File: config.mk
export PLATFORM = sky130hd
export DESIGN_NAME = fetch_stage_flat
export DESIGN_NICKNAME = d
export VERILOG_FILES = /design/src/rtl/riscv_pkg.sv /design/src/rtl/fetch_stage_if.sv /design/src/rtl/fetch_fifo.sv /design/src/rtl/fetch_stage.sv /design/src/flat_wrapper.sv
export SDC_FILE = /design/constraint.sdc
export NUM_CORES = 1
export LEC_CHECK = 0
export ABC_AREA = 1
export BUFFER_PORTS_ARGS = -buffer_cell sky130_fd_sc_hd__buf_2
export CELL_PAD_IN_SITES_DETAIL_PLACEMENT = 0
export CELL_PAD_IN_SITES_GLOBAL_PLACEMENT = 2
export CORE_MARGIN = 8
export CORE_UTILIZATION = 33
export CTS_BUF_LIST = sky130_fd_sc_hd__clkbuf_16
export CTS_CLUSTER_DIAMETER = 150
export CTS_CLUSTER_SIZE = 24
export DETAILED_ROUTE_END_ITERATION = 12
export PLACE_DENSITY = 0.88
export SLEW_MARGIN = 20
export SYNTH_ARGS = -nofsm -noshare
export SYNTH_HDL_FRONTEND = slang
export SYNTH_SLANG_ARGS = --single-unit
export TNS_END_PERCENT = 30
File: constraint.sdc
create_clock -name clk -period 4.36 [get_ports clk]
set_clock_uncertainty 0.1 [all_clocks]
set_input_delay 0.218 -clock clk [delete_from_list [all_inputs] [get_ports clk]]
set_output_delay 0.218 -clock clk [all_outputs]
set_load 0.02 [all_outputs]
File: src/rtl/riscv_pkg.sv
// Shared constants for the RISC-V core front end.
//   XLEN      : datapath / address width
//   RESET_PC  : default program counter after reset
//   ILEN      : instruction word width
//   INSTR_NOP : canonical NOP encoding (addi x0, x0, 0)
package riscv_pkg;
  localparam int              XLEN      = 32;
  localparam logic [XLEN-1:0] RESET_PC  = 32'h0000_0000;
  localparam int              ILEN      = 32;
  localparam logic [ILEN-1:0] INSTR_NOP = 32'h0000_0013;
endpackage

File: src/rtl/fetch_stage_if.sv
// Instruction-fetch bus bundle: imem request/response, redirect and the
// decode-side valid/ready handshake.
//   master : the fetch stage (drives imem request and decode outputs)
//   slave  : the environment (memory, branch unit and decode)
interface fetch_stage_if import riscv_pkg::*; #(
  parameter int XLEN = riscv_pkg::XLEN
);
  logic            imem_req_valid;
  logic            imem_req_ready;
  logic [XLEN-1:0] imem_addr;
  logic            imem_rsp_valid;
  logic [ILEN-1:0] imem_rsp_data;
  logic            redirect_valid;
  logic [XLEN-1:0] redirect_pc;
  logic            id_valid;
  logic            id_ready;
  logic [ILEN-1:0] id_instr;
  logic [XLEN-1:0] id_pc;

  modport master (
    output imem_req_valid, imem_addr, id_valid, id_instr, id_pc,
    input  imem_req_ready, imem_rsp_valid, imem_rsp_data,
           redirect_valid, redirect_pc, id_ready
  );

  modport slave (
    input  imem_req_valid, imem_addr, id_valid, id_instr, id_pc,
    output imem_req_ready, imem_rsp_valid, imem_rsp_data,
           redirect_valid, redirect_pc, id_ready
  );
endinterface

File: src/rtl/fetch_fifo.sv
// Synchronous show-ahead FIFO holding fetched {pc, instr} entries.
//   clk, rst     : clock, synchronous active-high reset
//   flush_i      : drop all entries (takes priority over push/pop)
//   push_i       : write push_data_i at the tail
//   pop_i        : retire the head entry
//   empty_o      : no entries
//   count_o      : current occupancy (0..DEPTH)
//   head_o       : head entry, valid whenever !empty_o
// DEPTH must be a power of two so the pointers wrap for free. The caller
// guarantees no push when full without a pop, and no pop when empty.
module fetch_fifo #(
  parameter int DEPTH = 2,
  parameter int WIDTH = 64
) (
  input  logic                   clk,
  input  logic                   rst,
  input  logic                   flush_i,
  input  logic                   push_i,
  input  logic [WIDTH-1:0]       push_data_i,
  input  logic                   pop_i,
  output logic                   empty_o,
  output logic [$clog2(DEPTH):0] count_o,
  output logic [WIDTH-1:0]       head_o
);
  localparam int AW = $clog2(DEPTH);

  logic [WIDTH-1:0] mem_q [DEPTH];
  logic [AW-1:0]    wr_ptr_q, wr_ptr_d;
  logic [AW-1:0]    rd_ptr_q, rd_ptr_d;
  logic [AW:0]      count_q, count_d;

  always_comb begin
    wr_ptr_d = wr_ptr_q;
    rd_ptr_d = rd_ptr_q;
    count_d  = count_q;
    if (flush_i) begin
      wr_ptr_d = '0;
      rd_ptr_d = '0;
      count_d  = '0;
    end else begin
      if (push_i) wr_ptr_d = wr_ptr_q + 1'b1;
      if (pop_i)  rd_ptr_d = rd_ptr_q + 1'b1;
      case ({push_i, pop_i})
        2'b10:   count_d = count_q + 1'b1;
        2'b01:   count_d = count_q - 1'b1;
        default: count_d = count_q;
      endcase
    end
  end

  always_ff @(posedge clk) begin
    if (rst) begin
      wr_ptr_q <= '0;
      rd_ptr_q <= '0;
      count_q  <= '0;
    end else begin
      wr_ptr_q <= wr_ptr_d;
      rd_ptr_q <= rd_ptr_d;
      count_q  <= count_d;
    end
  end

  // Storage needs no reset: count_q gates every read.
  always_ff @(posedge clk) begin
    if (push_i && !flush_i) mem_q[wr_ptr_q] <= push_data_i;
  end

  assign empty_o = (count_q == '0);
  assign count_o = count_q;
  assign head_o  = mem_q[rd_ptr_q];
endmodule

File: src/rtl/fetch_stage.sv
// Instruction-fetch front end: owns the PC, issues word reads to imem,
// buffers returned instructions with their PC and hands them to decode.
//   clk, rst : clock, synchronous active-high reset
//   bus      : fetch_stage_if.master
//              imem_req_valid/ready, imem_addr      request channel
//              imem_rsp_valid, imem_rsp_data        in-order response
//              redirect_valid, redirect_pc          flush + restart
//              id_valid/ready, id_instr, id_pc      decode handshake
// Flow control: a request is only issued while buffered entries plus
// in-flight requests stay below FIFO_DEPTH, so every response has a slot.
module fetch_stage import riscv_pkg::*; #(
  parameter int              XLEN       = riscv_pkg::XLEN,
  parameter logic [XLEN-1:0] RESET_PC   = riscv_pkg::RESET_PC,
  parameter int              FIFO_DEPTH = 2
) (
  input  logic          clk,
  input  logic          rst,
  fetch_stage_if.master bus
);
  localparam int              CW         = $clog2(FIFO_DEPTH) + 1;
  localparam int              EW         = XLEN + ILEN;
  localparam logic [XLEN-1:0] PC_STEP    = XLEN'(4);
  localparam logic [CW:0]     CREDIT_MAX = (CW+1)'(FIFO_DEPTH);

  logic [XLEN-1:0] pc_q, pc_d;
  logic [XLEN-1:0] rsp_pc_q, rsp_pc_d;
  logic [CW-1:0]   out_q, out_d;     // requests issued, response not yet seen
  logic [CW-1:0]   drop_q, drop_d;   // in-flight responses to discard
  logic [CW-1:0]   fifo_cnt;
  logic [CW:0]     credits;
  logic [XLEN-1:0] redir_pc;
  logic            redirect, issue, rsp, push, pop;
  logic            fifo_empty;
  logic [EW-1:0]   fifo_head;

  assign redirect = bus.redirect_valid;
  assign rsp      = bus.imem_rsp_valid;
  assign redir_pc = {bus.redirect_pc[XLEN-1:2], 2'b00};

  always_comb begin
    credits            = {1'b0, fifo_cnt} + {1'b0, out_q};
    bus.imem_req_valid = !rst && !redirect && (credits < CREDIT_MAX);
    issue              = bus.imem_req_valid && bus.imem_req_ready;
    push               = rsp && (drop_q == '0) && !redirect;
    pop                = !fifo_empty && bus.id_ready && !redirect;
  end

  always_comb begin
    pc_d     = pc_q;
    rsp_pc_d = rsp_pc_q;
    out_d    = out_q + CW'(issue) - CW'(rsp);
    drop_d   = drop_q;
    if (redirect) begin
      pc_d     = redir_pc;
      rsp_pc_d = redir_pc;
      // out_q already counts requests marked for discard, so every request
      // still in flight after this cycle is to be dropped.
      drop_d   = out_q - CW'(rsp);
    end else begin
      if (issue) pc_d = pc_q + PC_STEP;
      if (push)  rsp_pc_d = rsp_pc_q + PC_STEP;
      if (rsp && drop_q != '0) drop_d = drop_q - 1'b1;
    end
  end

  always_ff @(posedge clk) begin
    if (rst) begin
      pc_q     <= RESET_PC;
      rsp_pc_q <= RESET_PC;
      out_q    <= '0;
      drop_q   <= '0;
    end else begin
      pc_q     <= pc_d;
      rsp_pc_q <= rsp_pc_d;
      out_q    <= out_d;
      drop_q   <= drop_d;
    end
  end

  fetch_fifo #(
    .DEPTH (FIFO_DEPTH),
    .WIDTH (EW)
  ) u_fifo (
    .clk         (clk),
    .rst         (rst),
    .flush_i     (redirect),
    .push_i      (push),
    .push_data_i ({rsp_pc_q, bus.imem_rsp_data}),
    .pop_i       (pop),
    .empty_o     (fifo_empty),
    .count_o     (fifo_cnt),
    .head_o      (fifo_head)
  );

  assign bus.imem_addr = pc_q;
  assign bus.id_valid  = !fifo_empty;
  // Zero the payload while empty so stale storage never reaches decode.
  assign bus.id_instr  = fifo_empty ? '0 : fifo_head[ILEN-1:0];
  assign bus.id_pc     = fifo_empty ? '0 : fifo_head[EW-1:ILEN];
endmodule

File: src/flat_wrapper.sv
// flat-port wrapper written by rule: the top's interface ports become plain ports
module fetch_stage_flat import riscv_pkg::*;
#(
  parameter int              XLEN       = riscv_pkg::XLEN,
  parameter logic [XLEN-1:0] RESET_PC   = riscv_pkg::RESET_PC,
  parameter int              FIFO_DEPTH = 2
)
  (clk, rst, bus_imem_req_valid, bus_imem_addr, bus_id_valid, bus_id_instr, bus_id_pc, bus_imem_req_ready, bus_imem_rsp_valid, bus_imem_rsp_data, bus_redirect_valid, bus_redirect_pc, bus_id_ready);
  fetch_stage_if #(.XLEN(XLEN)) bus_i ();
  input  logic clk;
  input  logic rst;
  output wire logic [$bits(bus_i.imem_req_valid)-1:0] bus_imem_req_valid;
  output wire logic [$bits(bus_i.imem_addr)-1:0] bus_imem_addr;
  output wire logic [$bits(bus_i.id_valid)-1:0] bus_id_valid;
  output wire logic [$bits(bus_i.id_instr)-1:0] bus_id_instr;
  output wire logic [$bits(bus_i.id_pc)-1:0] bus_id_pc;
  input wire logic [$bits(bus_i.imem_req_ready)-1:0] bus_imem_req_ready;
  input wire logic [$bits(bus_i.imem_rsp_valid)-1:0] bus_imem_rsp_valid;
  input wire logic [$bits(bus_i.imem_rsp_data)-1:0] bus_imem_rsp_data;
  input wire logic [$bits(bus_i.redirect_valid)-1:0] bus_redirect_valid;
  input wire logic [$bits(bus_i.redirect_pc)-1:0] bus_redirect_pc;
  input wire logic [$bits(bus_i.id_ready)-1:0] bus_id_ready;
  assign bus_imem_req_valid = bus_i.imem_req_valid;
  assign bus_imem_addr = bus_i.imem_addr;
  assign bus_id_valid = bus_i.id_valid;
  assign bus_id_instr = bus_i.id_instr;
  assign bus_id_pc = bus_i.id_pc;
  assign bus_i.imem_req_ready = bus_imem_req_ready;
  assign bus_i.imem_rsp_valid = bus_imem_rsp_valid;
  assign bus_i.imem_rsp_data = bus_imem_rsp_data;
  assign bus_i.redirect_valid = bus_redirect_valid;
  assign bus_i.redirect_pc = bus_redirect_pc;
  assign bus_i.id_ready = bus_id_ready;
  fetch_stage #(.XLEN(XLEN), .RESET_PC(RESET_PC), .FIFO_DEPTH(FIFO_DEPTH)) u_core (.clk(clk), .rst(rst), .bus(bus_i));
endmodule
==> impl_metrics.yaml <==
worst_setup_path:
  timing.reg2reg.setup_slack_ps: 1710
  startpoint_class_of_the_critical_path: "flip-flop"
  cp_cell_sequence: "nand2_1, inv_1, fa_1, nor2_1, nand3_2, nand2_2, inv_2, nand2_1, nand2_1, a21oi_1, nor2_1"
  critical_path.endpoint_type: "flip-flop"
  worst-path-max-fanout: 18
  timing.critical_path.required_ps: 4560
  slowest_cp_cell: "sky130_fd_sc_hd__dfxtp_1"
  critical_path.most_common_cell: "sky130_fd_sc_hd__nand2_1"
  timing.critical_path.slowest_cell_delay_ps: 460
  cp_data_arrival_time_ps: 2840
  critical_path_class: "flip-flop to flip-flop"
global_routing:
  grt_usage_pct: 15.8
  grt_first_pass_wirelength_um: 42000
  grt_antenna_before_repair: 0
  via_count_of_the_first_global_routing_pass: 7540
  largest_net_degree_at_the_start_of_global_routing: 63
  globalRoute.totalOverflow: 0
clocking:
  clkSinkCount: 193
  cts_bufs_inserted: 17
  number_of_setup_buffers_added_after_cts: 0
  root_buffer: "sky130_fd_sc_hd__clkbuf_16"
  clk_transition_reported_paths_ps: 80
  clk_latency_ps: 440
  cts.htree.levels: 4
  tritoncts: "built"
  ctsLongestPathBuffers: 2
detailed_routing:
  detailedRoute.firstPassIterationCount: 4
  routed_wire_length_per_instance_um: 16.1
  num_vias: 7767
  drt_drc_violations_left: 0
  vias_per_cell: 4.66
  antenna_violating_nets_post_route: 0
  drtIter0Drc: 463
  wirelength_um: 26900
timing:
  max_slew.worst_pin.slew_ps: 935
  max_freq_mhz: 378
  grt_setup_unrepaired: "no"
  period_minus_slack_ps: 2650
  finalSetupViolations: 0
  portion_of_the_clock_cycle_consumed_by_the_worst_path_in_the_final_layout_pct: 60.7
  report.final.slew_viol_count: 0
  finalHoldViolations: 0
  slew_headroom_pct: 37.6
  fin_setup_tns_ps: 0
floorplanning:
  start_util_pct: 33.4
  pin_count: 168
  die_area_mm2: 0.0337
  floorplan.die.width_um: 184
  fp-row-count: 61
  floorplan.die.height_um: 184
  core_mm2: 0.0277
power:
  ir_drop_mv: 0.272
  totalPowerFinal_mw: 4.10
  static-leakage-power_nw: 4.70
  pwr_density_cell_mw_per_mm2: 360
synthesis:
  synth_area_per_cell_um2: 8.47
  synth-seq-area-share_pct: 55.1
  netlist_area_mm2: 0.00926
  yosys.cell_types.count: 43
  synth.yosys.warnings: 0
  post_syn_instances: 1093
  ys_seq_elements: 193
placed_design:
  place.detailed.hpwl_um: 18800
  place.gp.congestion: 0.822
  port_buffers: 161
layout:
  nNetsFinal: 1351
  post_route_cells_drive_above_1_share_pct: 19.0
  diodes: 0
  flow.area_growth_from_synthesis_pct: 22.8
flow_run:
  max-cap-violations: 0
status:
  status: "finished, final reports clean"
min_path:
  type_of_the_worst_min_delay_path: "primary input to flip-flop"
path summary, 6_finish.rpt:
path | startpoint | endpoint | depth (start not counted)
hold reg to reg | u_core.u_fifo.rd_ptr_q | flip-flop | 2
setup / recovery | u_core.u_fifo.count_o[0] | u_core.bus.imem_addr[18] | 11
hold / removal | rst | u_core.u_fifo.wr_ptr_q | 3
setup reg to reg | u_core.u_fifo.count_o[0] | u_core.bus.imem_addr[18] | 11
cell type report:
cell class | instances | area (µm²)
repair buffers | 202 | 1200
fillers | 2755 | 16300
inverters | 100 | 377
clock buffers | 17 | 425
flip-flops and latches | 193 | 5110
multi-input cells | 760 | 3610
well taps | 378 | 473
clock inverters | 15 | 179
logic make-up (layout without fill, tap and decap cells):
| group | Yosys count | count (layout) | share of synthesized area [%] |
|---|---|---|---|
| other | 1 | 4 | 0.0405 |
| AND/OR/NAND/NOR | 541 | 541 | 25.1 |
| AO/OA/AOI/OAI | 193 | 193 | 11.0 |
| flip-flops | 193 | 193 | 55.1 |
| XOR/XNOR | 15 | 15 | 1.50 |
| buffers and inverters | 143 | 334 | 6.24 |
| adder cells (fa/ha/maj) | 7 | 7 | 1.03 |
sequential cells by signal, indices dropped and copies added, names as in the netlist, named ones only:
signal                  count
u_core.bus.imem_addr       30
u_core.drop_q               2
u_core.out_q                2
u_core.rsp_pc_q            30
u_core.u_fifo.count_o       2
u_core.u_fifo.mem_q       124
u_core.u_fifo.rd_ptr_q      1
u_core.u_fifo.wr_ptr_q      1
stage by stage:
stage	cell area [µm²]	hold slack (ps)	util [%]	setup WS, ps	instances
CTS	11400	5.14	41.0	1710	1665
detailed placement	10400	309	37.7	1730	1600
finish	11400	19.6	41.0	1710	1665
global route	11400	6.92	41.0	1490	1665
floorplan	9270	217	-	367	1096
global placement	10400	306	37.7	1730	1600
cells in the mapped netlist, drive strengths merged:
| cell type | count | area, µm² |
|---|---|---|
| and3 | 2 | 12.5 |
| xor2 | 13 | 121 |
| buf | 16 | 101 |
| xnor2 | 2 | 17.5 |
| o21ai | 46 | 230 |
| conb | 1 | 3.75 |
| clkbuf | 27 | 101 |
| o211ai | 2 | 15.0 |
| nand3 | 46 | 268 |
| o21a | 2 | 15.0 |
| edfxtp | 124 | 3720 |
| o21bai | 2 | 15.0 |
| o31ai | 3 | 22.5 |
| o211a | 1 | 10.0 |
| a31oi | 13 | 81.3 |
| dfxtp | 69 | 1380 |
| nor2 | 116 | 541 |
| nand3b | 5 | 37.5 |
| nand2 | 359 | 1380 |
| and2 | 3 | 18.8 |
| nor3b | 1 | 12.5 |
| nand4 | 6 | 37.5 |
| a221oi | 1 | 8.76 |
| a21oi | 122 | 614 |
| o22ai | 1 | 6.26 |
| nor3 | 3 | 15.0 |
| inv | 100 | 375 |
| fa | 1 | 20.0 |
| ha | 6 | 75.1 |
per-layer routing:
metal,track usage [%],wire [µm],vias up
met2,25.0,12000,224
met1,22.0,12900,3574
met4,2.44,142,0
met5,0,0,-
met3,3.95,1860,9
li1,-,-,3960
critical path, delay by kind of cell, from the launching register on:
family | cells | cell delay [ps]
buf+inv | 2 | 280
simple gates | 7 | 1140
flops | 1 | 460
compound gates | 1 | 110
fa+ha+maj | 1 | 430
repair_timing:
| item | 4_1_cts | 5_1_grt |
|---|---|---|
| hold buffers | 33 | 0 |
| endpoints found under the hold margin | 65 | 0 |
| resized for setup | 0 | 0 |
| endpoints found under the setup margin | 0 | 0 |
cell usage in the layout, fill, tap and decap left out, types with 9 or more instances in the layout:
| cell | n |
|---|---|
| sky130_fd_sc_hd__a31oi_1 | 13 |
| sky130_fd_sc_hd__nor2_1 | 94 |
| sky130_fd_sc_hd__inv_1 | 95 |
| sky130_fd_sc_hd__nand3_1 | 40 |
| sky130_fd_sc_hd__o21ai_0 | 43 |
| sky130_fd_sc_hd__nor2_2 | 11 |
| sky130_fd_sc_hd__xor2_1 | 12 |
| sky130_fd_sc_hd__edfxtp_1 | 124 |
| sky130_fd_sc_hd__a21oi_1 | 121 |
| sky130_fd_sc_hd__nand2_1 | 352 |
| sky130_fd_sc_hd__dlygate4sd3_1 | 33 |
| sky130_fd_sc_hd__clkbuf_16 | 17 |
| sky130_fd_sc_hd__nor2_4 | 9 |
| sky130_fd_sc_hd__buf_2 | 161 |
| sky130_fd_sc_hd__dfxtp_1 | 68 |
power breakdown:
part           internal [mW]  switching [mW]
clock                  0.778           0.782
sequential              2.03          0.0765
combinational          0.146           0.278
No activity file was read; power rests on OpenSTA's default activity.
